### src/rtl/alu_op_decoder.sv
// RV32I instruction-to-ALU decoder with a two-entry output/skid buffer.
// Decode is combinational from the input word; only the buffered bundles are registered.
module alu_op_decoder (
    input  logic        i_clk,
    input  logic        i_rst_n,
    input  logic        i_valid,
    output logic        o_ready,
    input  logic [31:0] i_instr,
    input  logic [31:0] i_pc,
    output logic        o_valid,
    input  logic        i_ready,
    output logic [3:0]  o_alu_f,
    output logic [1:0]  o_a_sel,
    output logic        o_b_sel,
    output logic [31:0] o_imm,
    output logic [4:0]  o_rd,
    output logic        o_rd_wren,
    output logic        o_illegal,
    output logic [31:0] o_pc
);

    localparam logic [6:0] OPC_OP     = 7'b0110011;
    localparam logic [6:0] OPC_OP_IMM = 7'b0010011;
    localparam logic [6:0] OPC_LOAD   = 7'b0000011;
    localparam logic [6:0] OPC_JALR   = 7'b1100111;
    localparam logic [6:0] OPC_STORE  = 7'b0100011;
    localparam logic [6:0] OPC_BRANCH = 7'b1100011;
    localparam logic [6:0] OPC_JAL    = 7'b1101111;
    localparam logic [6:0] OPC_LUI    = 7'b0110111;
    localparam logic [6:0] OPC_AUIPC  = 7'b0010111;

    localparam logic [1:0] A_RS1  = 2'b00;
    localparam logic [1:0] A_PC   = 2'b01;
    localparam logic [1:0] A_ZERO = 2'b10;

    typedef enum logic [1:0] {ST_EMPTY, ST_ONE, ST_TWO} state_t;

    typedef struct packed {
        logic [3:0]  alu_f;
        logic [1:0]  a_sel;
        logic        b_sel;
        logic [31:0] imm;
        logic [4:0]  rd;
        logic        rd_wren;
        logic        illegal;
        logic [31:0] pc;
    } bundle_t;

    state_t  state_q, state_d;
    bundle_t out_q, skid_q, dec;
    logic    load_out, load_skid, skid_to_out;
    logic    acc, drn, legal;

    logic [6:0]  opcode, funct7;
    logic [2:0]  funct3;
    logic [31:0] imm_i, imm_s, imm_b, imm_u, imm_j;

    assign opcode = i_instr[6:0];
    assign funct3 = i_instr[14:12];
    assign funct7 = i_instr[31:25];

    assign imm_i = {{20{i_instr[31]}}, i_instr[31:20]};
    assign imm_s = {{20{i_instr[31]}}, i_instr[31:25], i_instr[11:7]};
    assign imm_b = {{19{i_instr[31]}}, i_instr[31], i_instr[7], i_instr[30:25], i_instr[11:8], 1'b0};
    assign imm_u = {i_instr[31:12], 12'h000};
    assign imm_j = {{11{i_instr[31]}}, i_instr[31], i_instr[19:12], i_instr[20], i_instr[30:21], 1'b0};

    always_comb begin
        dec         = '0;
        dec.rd      = i_instr[11:7];
        dec.pc      = i_pc;
        legal       = 1'b1;
        unique case (opcode)
            OPC_OP: begin
                dec.alu_f   = {i_instr[30], funct3};
                dec.rd_wren = 1'b1;
                legal       = (funct7 == 7'h00) ||
                              ((funct7 == 7'h20) && ((funct3 == 3'b000) || (funct3 == 3'b101)));
            end
            OPC_OP_IMM: begin
                dec.alu_f   = {1'b0, funct3};
                dec.b_sel   = 1'b1;
                dec.imm     = imm_i;
                dec.rd_wren = 1'b1;
                if (funct3 == 3'b101) begin
                    dec.alu_f[3] = i_instr[30];
                    legal        = (funct7 == 7'h00) || (funct7 == 7'h20);
                end else if (funct3 == 3'b001) begin
                    legal = (funct7 == 7'h00);
                end
            end
            OPC_LOAD, OPC_JALR: begin
                dec.b_sel   = 1'b1;
                dec.imm     = imm_i;
                dec.rd_wren = 1'b1;
            end
            OPC_STORE: begin
                dec.b_sel = 1'b1;
                dec.imm   = imm_s;
            end
            OPC_BRANCH: begin
                dec.a_sel = A_PC;
                dec.b_sel = 1'b1;
                dec.imm   = imm_b;
            end
            OPC_JAL: begin
                dec.a_sel   = A_PC;
                dec.b_sel   = 1'b1;
                dec.imm     = imm_j;
                dec.rd_wren = 1'b1;
            end
            OPC_LUI: begin
                dec.a_sel   = A_ZERO;
                dec.b_sel   = 1'b1;
                dec.imm     = imm_u;
                dec.rd_wren = 1'b1;
            end
            OPC_AUIPC: begin
                dec.a_sel   = A_PC;
                dec.b_sel   = 1'b1;
                dec.imm     = imm_u;
                dec.rd_wren = 1'b1;
            end
            default: legal = 1'b0;
        endcase
        // Illegal words keep rd and pc so they still travel in order as a marked bundle.
        if (!legal) begin
            dec.alu_f   = '0;
            dec.a_sel   = A_RS1;
            dec.b_sel   = 1'b0;
            dec.imm     = '0;
            dec.rd_wren = 1'b0;
            dec.illegal = 1'b1;
        end
    end

    assign o_valid = (state_q != ST_EMPTY);
    assign o_ready = (state_q != ST_TWO);
    assign acc     = i_valid & o_ready;
    assign drn     = o_valid & i_ready;

    always_comb begin
        state_d     = state_q;
        load_out    = 1'b0;
        load_skid   = 1'b0;
        skid_to_out = 1'b0;
        unique case (state_q)
            ST_EMPTY: begin
                if (acc) begin
                    state_d  = ST_ONE;
                    load_out = 1'b1;
                end
            end
            ST_ONE: begin
                if (acc && !drn) begin
                    state_d   = ST_TWO;
                    load_skid = 1'b1;
                end else if (!acc && drn) begin
                    state_d = ST_EMPTY;
                end else if (acc && drn) begin
                    load_out = 1'b1;
                end
            end
            ST_TWO: begin
                if (drn) begin
                    state_d     = ST_ONE;
                    skid_to_out = 1'b1;
                end
            end
            default: state_d = ST_EMPTY;
        endcase
    end

    always_ff @(posedge i_clk or negedge i_rst_n) begin
        if (!i_rst_n) begin
            state_q <= ST_EMPTY;
            out_q   <= '0;
            skid_q  <= '0;
        end else begin
            state_q <= state_d;
            if (load_out) begin
                out_q <= dec;
            end else if (skid_to_out) begin
                out_q <= skid_q;
            end
            if (load_skid) begin
                skid_q <= dec;
            end
        end
    end

    assign o_alu_f   = out_q.alu_f;
    assign o_a_sel   = out_q.a_sel;
    assign o_b_sel   = out_q.b_sel;
    assign o_imm     = out_q.imm;
    assign o_rd      = out_q.rd;
    assign o_rd_wren = out_q.rd_wren;
    assign o_illegal = out_q.illegal;
    assign o_pc      = out_q.pc;

endmodule

### config.mk
export PLATFORM = sky130hd
export DESIGN_NAME = alu_op_decoder
export DESIGN_NICKNAME = d
export VERILOG_FILES = /design/src/rtl/alu_op_decoder.sv
export SDC_FILE = /design/constraint.sdc
export NUM_CORES = 1
export LEC_CHECK = 0
export CAP_MARGIN = 20
export CORE_ASPECT_RATIO = 0.9
export CORE_UTILIZATION = 55
export DETAILED_ROUTE_END_ITERATION = 16
export PLACE_DENSITY_LB_ADDON = 0.1
export SYNTH_ARGS = -nofsm -noshare
export SYNTH_HDL_FRONTEND = slang
export SYNTH_SLANG_ARGS = --single-unit
export TNS_END_PERCENT = 20
### constraint.sdc
create_clock -name i_clk -period 5 [get_ports i_clk]
set_input_delay 1 -clock i_clk [delete_from_list [all_inputs] [get_ports i_clk]]
set_output_delay 1 -clock i_clk [all_outputs]
set_load 0.05 [all_outputs]
==> impl_metrics.ini <==
[yosys]
yosysTopAreaCell = dfrtp_1
synthCells = 772
synth.distinct_cells = 51
syn_area_um2 = 7130
synth-edff-count = 0
synth_area_leaders = dfrtp_1, nand2_1, a22oi_1, o21ai_0, a21oi_1
ys.flop_type = dfrtp_1
ys_warn_count = 0
synth_seq_area_share_pct = 55.5
ys_ff_latch = 158
netlist.area_leader.share_pct = 55.5
synth.avg_cell_area_um2 = 9.23
synth_nets = 842
synthArstFlopShare_pct = 100

[critical_path]
max_stage_delay_ns = 0.63
slowest_stage = or4_1
r2r_start = state_q[1]
crit_chain = clkdlybuf4s50_1, or4_1, o41a_1, o32ai_2, buf_4, a41oi_4, mux2_2
worst_setup_path_start_kind = input port
crit_path_end = skid_q[32]
end_kind = flip-flop
reg2reg_slack_ns = 2.19
cp.arrival_ns = 3.80
rr_endpoint = o_imm[26]
crit_family = compound AO/OA/AOI/OAI gates
path_buf_inv = 2
reg2regPathDepth = 9
worstSetupPathType = input port to flip-flop
worstSetupStartpoint = i_instr[25]
cp_num_cells = 7
path_max_fanout = 27
cp.required_ns = 5.31

[global_route]
antenna_found_initial = 0
grt_max_degree = 126
grt_overflow = 0
grt_usage_pct = 30.6
grt_pass1_wl_um = 31300
grt_pass1_vias = 6319

[clock_tree]
clkLatencyLatePin_ns = 0.42
clock-sinks = 158
post_cts_buffers = 0
ctsRootBufferMaster = clkbuf_16
clockBufferDepth = 2
cts_repair_resize_count = 0
cts_tree = built
htreeDepth = 4
ctsHoldBuffers = 0
numCtsBuffers = 17
path_clk_slew_ns = 0.06

[finish]
nFillCells = 946
layout-drive-gt1-share_pct = 6.81
final_cell_mix = nand2_1, dfrtp_1, clkdlybuf4s50_1, o21ai_0, a22oi_1
syn2layout_area_growth_pct = 31.2
layout.cells.most_common = nand2_1
antennaDiodeCount = 0
nNetsFinal = 969

[placed_design]
port_buffers = 147
post-dp-hpwl_um = 12500
gp_congestion = 0.967

[sta]
final-max-slew-violation-count = 0
setup_violations = 0
fin_crit_ns = 3.49
final-hold-violation-count = 0
tns_ns = 0
max_freq_mhz = 286
period_share_pct = 69.9
skew_ns = 0.00501
relSlewSlack_pct = 38.4
rsz0062_at_grt = false
tightestPinTransition_ns = 0.924

[floorplanning]
row_count = 39
pin_count = 148
die_w_um = 122
start_util_pct = 56.2
core_area_um2 = 12700
die_h_um = 110
die_area_um2 = 13400

[min_path]
hp-class = input port to asynchronous set/reset pin

[power]
power_w = 0.00577
ir_worst_vdd_v = 0.000434
power-per-cell-area_nw_per_um2 = 617
p_leak_nw = 4.23

[run]
max_cap_viol_count = 0

[route]
ant_nets = 0
routed_wl_um = 19500
drtPass1Iterations = 5
drtIter0Drc = 487
drcViolationCount = 0
vias_per_cell = 5.85
vias = 6291
wl_per_cell_um = 18.1

[status]
status = finished, final reports clean
==> worst min-delay path by stage <==
stage                    start          to  slack, ns  cells past startpoint
finish                 i_rst_n   o_imm[18]       0.42                      1
global route           i_rst_n  skid_q[57]       0.43                      1
CTS                   o_pc[26]    o_pc[26]       0.48                      2
detailed placement    o_pc[26]    o_pc[26]       0.46                      2
global placement    skid_q[53]  skid_q[53]       0.46                      2
floorplan           skid_q[51]  skid_q[51]       0.44                      2
==> final cells by class <==
type                            count  area [µm²]  share of cell area, %
Clock inverter                      5        77.6                  0.830
Timing Repair Buffer              162        1620                   17.3
Clock buffer                       26         519                   5.55
Tap cell                          164         205                   2.19
Inverter                            4        15.0                  0.161
Multi-Input combinational cell    556        2960                   31.7
Sequential cell                   158        3950                   42.3
==> per-layer routing <==
metal | up-vias | wire length (µm) | GRT usage (%)
li1 | 2912 | - | -
met1 | 3085 | 8250 | 39.4
met2 | 259 | 9360 | 49.8
met3 | 35 | 1450 | 7.87
met4 | 0 | 424 | 12.0
met5 | - | 0 | 0
==> cells in the mapped netlist (2+ instances only) <==
library cell  instances
buf_6                 2
a22oi_1              45
o31ai_1              10
o31ai_2               4
a21boi_0              6
a21o_1                3
a211oi_1              9
nand3_1              18
nand4b_1              2
mux2i_1               6
dfrtp_1             158
buf_1                 3
nand2_1             245
ha_1                  2
a21oi_1              42
a22o_1               11
nand2b_1              4
o21ai_0              49
mux2_2                5
or4_1                 2
nor2_1               36
nand3b_1              8
clkbuf_1             45
o22ai_1               6
nor3_1                9
and2_1                4
and3_1                2
buf_2                 3
nor2b_1               4
a2bb2oi_1             5
inv_1                 4
==> through the flow <==
stage / hold slack [ns] / instance area [µm²] / util, % / worst slack (ns) / std cells
after global routing: 0.425 / 9350 / 73.7 / 1.38 / 1075
after floorplan: 0.445 / 7130 / - / 2.22 / 772
final: 0.420 / 9350 / 73.7 / 1.51 / 1075
after detailed placement: 0.462 / 8710 / 68.6 / 1.11 / 1042
after CTS: 0.476 / 9300 / 73.3 / 1.53 / 1073
after global placement: 0.457 / 8710 / 68.6 / 1.17 / 1042
==> report_power, final <==
part           switching (W)  internal (W)  total (W)
logic                0.00172      0.000832    0.00255
registers           0.000242       0.00168    0.00192
clock network       0.000488      0.000811    0.00130
total                0.00245       0.00332    0.00577
==> flip-flops by register name, indices dropped and copies added, names as in the netlist <==
register   flops
o_pc          32
skid_q        78
state_q        2
o_rd_wren      1
o_alu_f        4
o_rd           5
o_a_sel        2
o_imm         32
o_illegal      1
o_b_sel        1
==> cell families (layout without fill, tap and decap cells) <==
| family | count (synthesis) | after routing | synth area share (%) |
|---|---|---|---|
| simple gates | 344 | 344 | 20.4 |
| compound gates | 198 | 198 | 18.7 |
| flops | 158 | 158 | 55.5 |
| buf+inv | 58 | 197 | 3.37 |
| mux | 11 | 11 | 1.63 |
| fa+ha+maj | 2 | 2 | 0.351 |
| xor+xnor | 1 | 1 | 0.123 |
Power figures use the tool's default switching activity.
